--- src/rtl/fifo_word_packer.sv ---
// Packs successive FIFO entries into wide words with a per-lane keep mask.
// A flush request emits a partially filled word; the output register obeys valid/ready.
module fifo_word_packer #(
    parameter int unsigned DATA_WIDTH     = 8,
    parameter int unsigned BYTES_PER_WORD = 4
) (
    input  logic                                 rclk,
    input  logic                                 rrst_n,
    input  logic                                 empty,
    input  logic [DATA_WIDTH-1:0]                data_out,
    output logic                                 r_en,
    input  logic                                 flush,
    output logic [DATA_WIDTH*BYTES_PER_WORD-1:0] m_data,
    output logic [BYTES_PER_WORD-1:0]            m_keep,
    output logic                                 m_valid,
    input  logic                                 m_ready,
    output logic [15:0]                          word_cnt
);

    localparam int unsigned CW = $clog2(BYTES_PER_WORD + 1);
    localparam int unsigned WW = DATA_WIDTH * BYTES_PER_WORD;
    localparam logic [CW-1:0] Full = CW'(BYTES_PER_WORD);

    logic [CW-1:0]             cnt_q;
    logic                      inf_q;
    logic                      run_q;
    logic                      flush_pend_q;
    logic [WW-1:0]             asm_q;
    logic [WW-1:0]             m_data_q;
    logic [BYTES_PER_WORD-1:0] m_keep_q;
    logic                      m_valid_q;
    logic [15:0]               word_cnt_q;

    logic [CW-1:0]             fill;
    logic [CW-1:0]             post_cnt;
    logic                      out_free;
    logic                      word_done;
    logic                      xfer;
    logic [WW-1:0]             asm_cap;
    logic [WW-1:0]             word_new;
    logic [BYTES_PER_WORD-1:0] keep_new;

    always_comb begin
        // fill counts the lanes occupied once this edge's in-flight entry lands
        fill      = cnt_q + CW'(inf_q);
        out_free  = !m_valid_q || m_ready;
        word_done = (fill == Full) || (flush_pend_q && (cnt_q != '0) && !inf_q);
        xfer      = word_done && out_free;
        post_cnt  = xfer ? '0 : fill;
        r_en      = !empty && rrst_n && run_q && (post_cnt < Full);

        asm_cap  = asm_q;
        word_new = '0;
        keep_new = '0;
        for (int unsigned i = 0; i < BYTES_PER_WORD; i++) begin
            if (inf_q && (cnt_q == CW'(i))) begin
                asm_cap[i*DATA_WIDTH +: DATA_WIDTH] = data_out;
            end
            if (CW'(i) < fill) begin
                keep_new[i]                          = 1'b1;
                word_new[i*DATA_WIDTH +: DATA_WIDTH] = asm_cap[i*DATA_WIDTH +: DATA_WIDTH];
            end
        end
    end

    always_ff @(posedge rclk or negedge rrst_n) begin
        if (!rrst_n) begin
            cnt_q        <= '0;
            inf_q        <= 1'b0;
            run_q        <= 1'b0;
            flush_pend_q <= 1'b0;
            asm_q        <= '0;
            m_data_q     <= '0;
            m_keep_q     <= '0;
            m_valid_q    <= 1'b0;
            word_cnt_q   <= '0;
        end else begin
            // Holds r_en off until the first edge after reset release
            run_q <= 1'b1;
            inf_q <= r_en;
            cnt_q <= post_cnt;
            asm_q <= xfer ? '0 : asm_cap;

            if (xfer) begin
                flush_pend_q <= 1'b0;
            end else if (flush && ((cnt_q != '0) || inf_q)) begin
                flush_pend_q <= 1'b1;
            end

            if (xfer) begin
                m_data_q  <= word_new;
                m_keep_q  <= keep_new;
                m_valid_q <= 1'b1;
            end else if (m_ready) begin
                m_valid_q <= 1'b0;
            end

            if (m_valid_q && m_ready) begin
                word_cnt_q <= word_cnt_q + 16'd1;
            end
        end
    end

    assign m_data   = m_data_q;
    assign m_keep   = m_keep_q;
    assign m_valid  = m_valid_q;
    assign word_cnt = word_cnt_q;

endmodule

--- config.mk ---
export PLATFORM = sky130hd
export DESIGN_NAME = fifo_word_packer
export DESIGN_NICKNAME = d
export VERILOG_FILES = /design/src/rtl/fifo_word_packer.sv
export SDC_FILE = /design/constraint.sdc
export NUM_CORES = 1
export LEC_CHECK = 0
export CAP_MARGIN = 10
export CELL_PAD_IN_SITES_DETAIL_PLACEMENT = 1
export CELL_PAD_IN_SITES_GLOBAL_PLACEMENT = 1
export CORE_MARGIN = 5
export CORE_UTILIZATION = 40
export CTS_BUF_LIST = sky130_fd_sc_hd__clkbuf_16
export CTS_CLUSTER_SIZE = 24
export DETAILED_ROUTE_END_ITERATION = 16
export PLACE_DENSITY_LB_ADDON = 0.1
export SLEW_MARGIN = 20
export SYNTH_ARGS = -nofsm -noshare
export SYNTH_HDL_FRONTEND = slang
export SYNTH_SLANG_ARGS = --single-unit
--- constraint.sdc ---
create_clock -name rclk -period 2.47 [get_ports rclk]
set_input_delay 0.3705 -clock rclk [delete_from_list [all_inputs] [get_ports rclk]]
set_output_delay 0.3705 -clock rclk [all_outputs]
set_load 0.01 [all_outputs]
**Word level (Yosys, flattened, before mapping)**

Index checks and enable logic that the tools add are counted.

- Add/subtract/negate cells: 2
- $lt $le $gt $ge: 5
- Eq/ne operators: 4
- Muxes and demuxes: 18
- Reduce and logical (&&, ||, !) cells: 22

Operator list:

| operator | number |
|---|---|
| $mux W8 | 8 |
| $mux W32 | 1 |
| $add A16 B1 Y16 const B | 1 |
| $logic_and A1 B1 Y1 | 12 |
| $mux W1 | 8 |
| $eq A3 B2 Y1 const B | 2 |
| $lt A1 B3 Y1 const A | 2 |
| $lt A2 B3 Y1 const A | 2 |
| $reduce_bool A2 Y1 | 2 |
| $add A3 B1 Y3 | 1 |
| $eq A3 B1 Y1 const B | 1 |
| $eq A3 B3 Y1 const B | 1 |
| $logic_not A1 Y1 | 3 |
| $logic_not A3 Y1 | 1 |
| $logic_or A1 B1 Y1 | 3 |
| $lt A3 B3 Y1 const B | 1 |
| $mux W3 | 1 |
| $reduce_bool A3 Y1 | 1 |

- Bits in registers: 91
- Bits of input ports: 13
- Word-level logic and storage cells: 60

**Depth between registers and ports, before layout**

Gate-level depths: netlist of run 1.

- Depth in word-level cells: 8
- Depth in mapped cells: 7
- Depth with buffers taken out: 6

**Worst setup path before layout of run 1**

No wires, ideal clock.

- Path kind: reg-to-output
- From: reg cnt_q[0]
- To: out r_en
- Arrival time: 1822 ps
- Data required time: 2099 ps
- Setup slack: 277 ps
- Stages on the path, launching flop included: 6
- Path buffers: 0
- Cells stage by stage: dfrtp_1 ha_1 ha_1 nor3_2 o21ai_2 a211oi_1

- Word-level cells in the longest chain between the ends: 8
- Elaborated cells on any way between the ends: 10
- Classes of those cells: add/sub (1); order compare (1); eq/ne (1); mux (1); reduce/logical (6)

RTL lines:

| what | RTL line | source |
|---|---|---|
| start, declared | 24 | `logic [CW-1:0] cnt_q;` |
| start signal, assigned | 81 | `cnt_q <= post_cnt;` |
| branches (longest 5 deep; another with $add A3 B1 Y3) | n/a |  |
| $mux W3 (*) | 49 | `post_cnt = xfer ? '0 : fill;` |
| $lt A3 B3 Y1 (*) | 50 | `r_en = !empty && rrst_n && run_q && (post_cnt < Full);` |
| $logic_and A1 B1 Y1 (*) | 50 |  |
| end, declared | 11 | `output logic r_en,` |

Every way passes the cells marked *.

**Worst setup path in the final report of run 1**

Same ends and word-level chain as after synthesis.

==> metrics.md, run 1 <==
| Metric | Value |
|---|---|
| Outcome | `finished, final reports clean` |
| RSZ-0062 raised after global routing | `false` |
| DP Wirelength | `roughly 6600 um` |
| Final instance area | `4970 um2` |
| Pwr dens | `1030 nW/um2` |
| Crit share post-route | `94.1%` |
| Placed cell areas | `4670 um2` |
| Ant. Diodes | `0` |
| Synth Net Count | `320` |
| Most common cell after layout, fill and taps aside | `dfrtp_1` |
| Share of cells above drive strength 1 | `between 10% and 20%` |
| Reg2reg path depth | `7` |
| Worst r2r src | `cnt_q[0]` |
| CTS tree | `yes` |
| Cell Count, Final, Fillers Out | `between 500 and 600` |
| Dpl ws | `-0.0448 ns` |
| Mapped Cells | `roughly 300` |
| CTS root buffer | `clkbuf_16` |
| Routed vias | `around 2700` |
| Later-pin clock latency in the skew report | `0.33 ns` |
| Layout Skew | `around 0.007 ns` |
| Reg clk slew, reported paths | `0.07 ns` |
| TritonRoute pass-1 iters | `4` |
| GRT Residual Overflow | `0` |
| Worst-margin pin slew | `0.680 ns` |
| Most frequent cells in the layout | `dfrtp_1 (91), clkdlybuf4s50_1 (64), nor2_1 (35)` |
| GRT Total Usage | `17.2%` |
| Width of the die | `107 um` |
| Register bit total from synthesis | `91` |
| Distinct cell type count after synthesis | `40` |
| Die Y | `107 um` |
| Leakage | `2.24 nW` |
| Final Max Tran Viols | `0` |
| DRT antenna net count | `0` |
| Fill count | `between 900 and 1000` |
| Placed Cells incl. Taps | `502` |
| Initial antenna violation count | `0` |
| CTS Buf Count | `9` |
| I/O pins | `67` |
| Deepest clock path buffer count | `2` |
| Largest net degree at the start of global routing | `53` |
| Gpl congestion | `between 0.7 and 0.8` |
| Tightest Hold Check Type | `in2async` |
| Max frequency | `430 MHz` |
| Critical path type | `reg2out` |
| Number of global-route vias before repair | `2847` |
| IO buf count | `66` |
| First-pass GRT wire length | `15600 um` |
| Total power draw | `5.11 mW` |
| DR vias/cell | `5.11` |
| 1st-iter DRT viols | `75` |
| Final setup viols | `0` |
| DRC errors left | `0` |
| Max-Cap Viols | `0` |
| Startpoint types | `flip-flop` |
| CP Data Required Time | `2.10 ns` |
| Peak supply drop | `0.000482 V` |
| Crit-path max FO | `2` |
| Sequential-to-total area share from yosys stat | `60.0%` |
| Final wirelength | `9360 um` |
| Min cycle time layout | `2.32 ns` |
| Final hold vios | `0` |
| # hold bufs at CTS | `0` |
| Std-Cell Rows | `35` |
| Min setup slack post-route | `0.145 ns` |
| Synth-to-Final Area Change | `31.1%` |
| Crit. End Element | `primary output` |
| Warnings, synthesis | `0` |
| Initial core utilization | `41.0%` |
| Synthesized cell area | `~3800 um2` |
| Maximum level of the CTS H-tree | `3` |
| Synthesized area per cell | `12.5 um2` |
| Critical path arrival | `1.95 ns` |
| DR WL/cell | `18.0 um` |
| CTS sink cnt | `91` |
| # nets final | `401` |
| Die area | `11500 um2` |
| Core area | `~9000 um2` |
| Rel. slew slack | `54.6%` |
| Worst Setup SP | `cnt_q[0]` |
[worst max-delay path: stages, from the launching register on]
cell	delay (ns)
dfrtp_1	0.38
ha_1	0.20
ha_1	0.21
xnor2_1	0.17
nor3_2	0.19
o21ai_2	0.09
a211oi_2	0.20
buf_2	0.17
[layout make-up]
type	instances	area (um2)	area share (%)
clock buffer	9	225	4.53
tap	129	161	3.25
multi-input combinational	193	1410	28.3
clock inverter	7	68.8	1.38
inverter	3	11.3	0.226
sequential	91	2280	45.8
timing repair buffer	87	823	16.6
[state kept, by name, summed over array words and instances, names as in the netlist, 3 cells and up]
name	cells
cnt_q	3
asm_q	32
m_data	32
word_cnt	16
m_keep	4
[synthesized netlist by cell type, drive strengths merged]
cell type   n  share of area (%)
a211oi      1               0.20
nand4       4               0.66
ha          3               0.99
a21oi       1               0.13
nand3       6               0.79
nor4b       2               0.46
o2bb2ai    17                3.9
o221ai      1               0.40
mux2i      32                8.4
mux2        1               0.30
clkbuf      7               0.79
xor2        3               0.89
nor2b       4               0.66
o21ai      24                3.4
a22oi       1               0.56
and3        4               0.66
xnor2      14                3.2
o32a        1               0.26
o31ai      16                3.2
dfrtp      91                 60
conb        1              0.099
nand2       8               0.79
nand2b      2               0.33
and4bb      2               0.66
nor3        4               0.96
nor2       38                4.0
and4        1               0.23
inv         3               0.30
or3         1               0.30
nand4b      1               0.23
buf        10                2.1
[layer usage]
metal | wire length [um] | vias to the layer above | GRT usage (%)
met2 | 4590 | 47 | 28.6
li1 | - | 1243 | -
met3 | 260 | 9 | 2.40
met4 | 122 | 0 | 4.87
met1 | 4390 | 1352 | 23.7
met5 | 0 | - | 0
[final timing paths]
path                                     end  slack [ns]
min in group rclk                      inf_q        0.44
worst max register to register     m_keep[2]        0.27
max in group asynchronous          m_keep[1]        1.26
worst min-delay path              m_data[22]        0.12
worst min register to register  word_cnt[13]        0.49
worst max-delay path                    r_en        0.15
[stage by stage]
stage | hold WS, ns | TNS, ns | utilization [%]
6_report | 0.119 | 0 | 53.8
5_1_grt | 0.170 | 0 | 53.8
4_1_cts | 0.157 | 0 | 53.8
3_5_place_dp | 0.473 | -0.0448 | 50.5
3_3_place_gp | 0.459 | 0 | 50.5
2_1_floorplan | 0.0749 | 0 | -
[power by group]
part           switching, mW  internal (mW)
registers              0.197           1.82
clock network          0.570          0.780
logic                  0.954          0.784
total                   1.72           3.39
[timing repair]
item / 4_1_cts / 5_1_grt
setup buffers: 1 / 0
pin swaps: 1 / 2
gates cloned: 0 / 0
endpoints found under the setup margin: 1 / 2
endpoints found under the hold margin: 0 / 0
gates resized for setup: 5 / 1
[cells by family after synthesis]
family,after synthesis,synth area share (%)
other cells,1,0.0989
simple gates,77,10.8
xor+xnor,17,4.12
fa+ha+maj,3,0.990
compound gates,62,12.0
buf+inv,20,3.23
mux,33,8.74
flops,91,60.0
Note: power is estimated with default switching activity, not from simulation.
==> run 2, diff against run 1 <==
--- a/config.mk
+++ b/config.mk
@@ -14,7 +14,7 @@
 export CTS_CLUSTER_SIZE = 24
 export DETAILED_ROUTE_END_ITERATION = 16
 export PLACE_DENSITY_LB_ADDON = 0.1
-export SLEW_MARGIN = 20
+export SLEW_MARGIN = 10
 export SYNTH_ARGS = -nofsm -noshare
 export SYNTH_HDL_FRONTEND = slang
 export SYNTH_SLANG_ARGS = --single-unit
==> results of run 2 <==
Same layout as run 1: the final DEF is identical, and so are final timing and power.
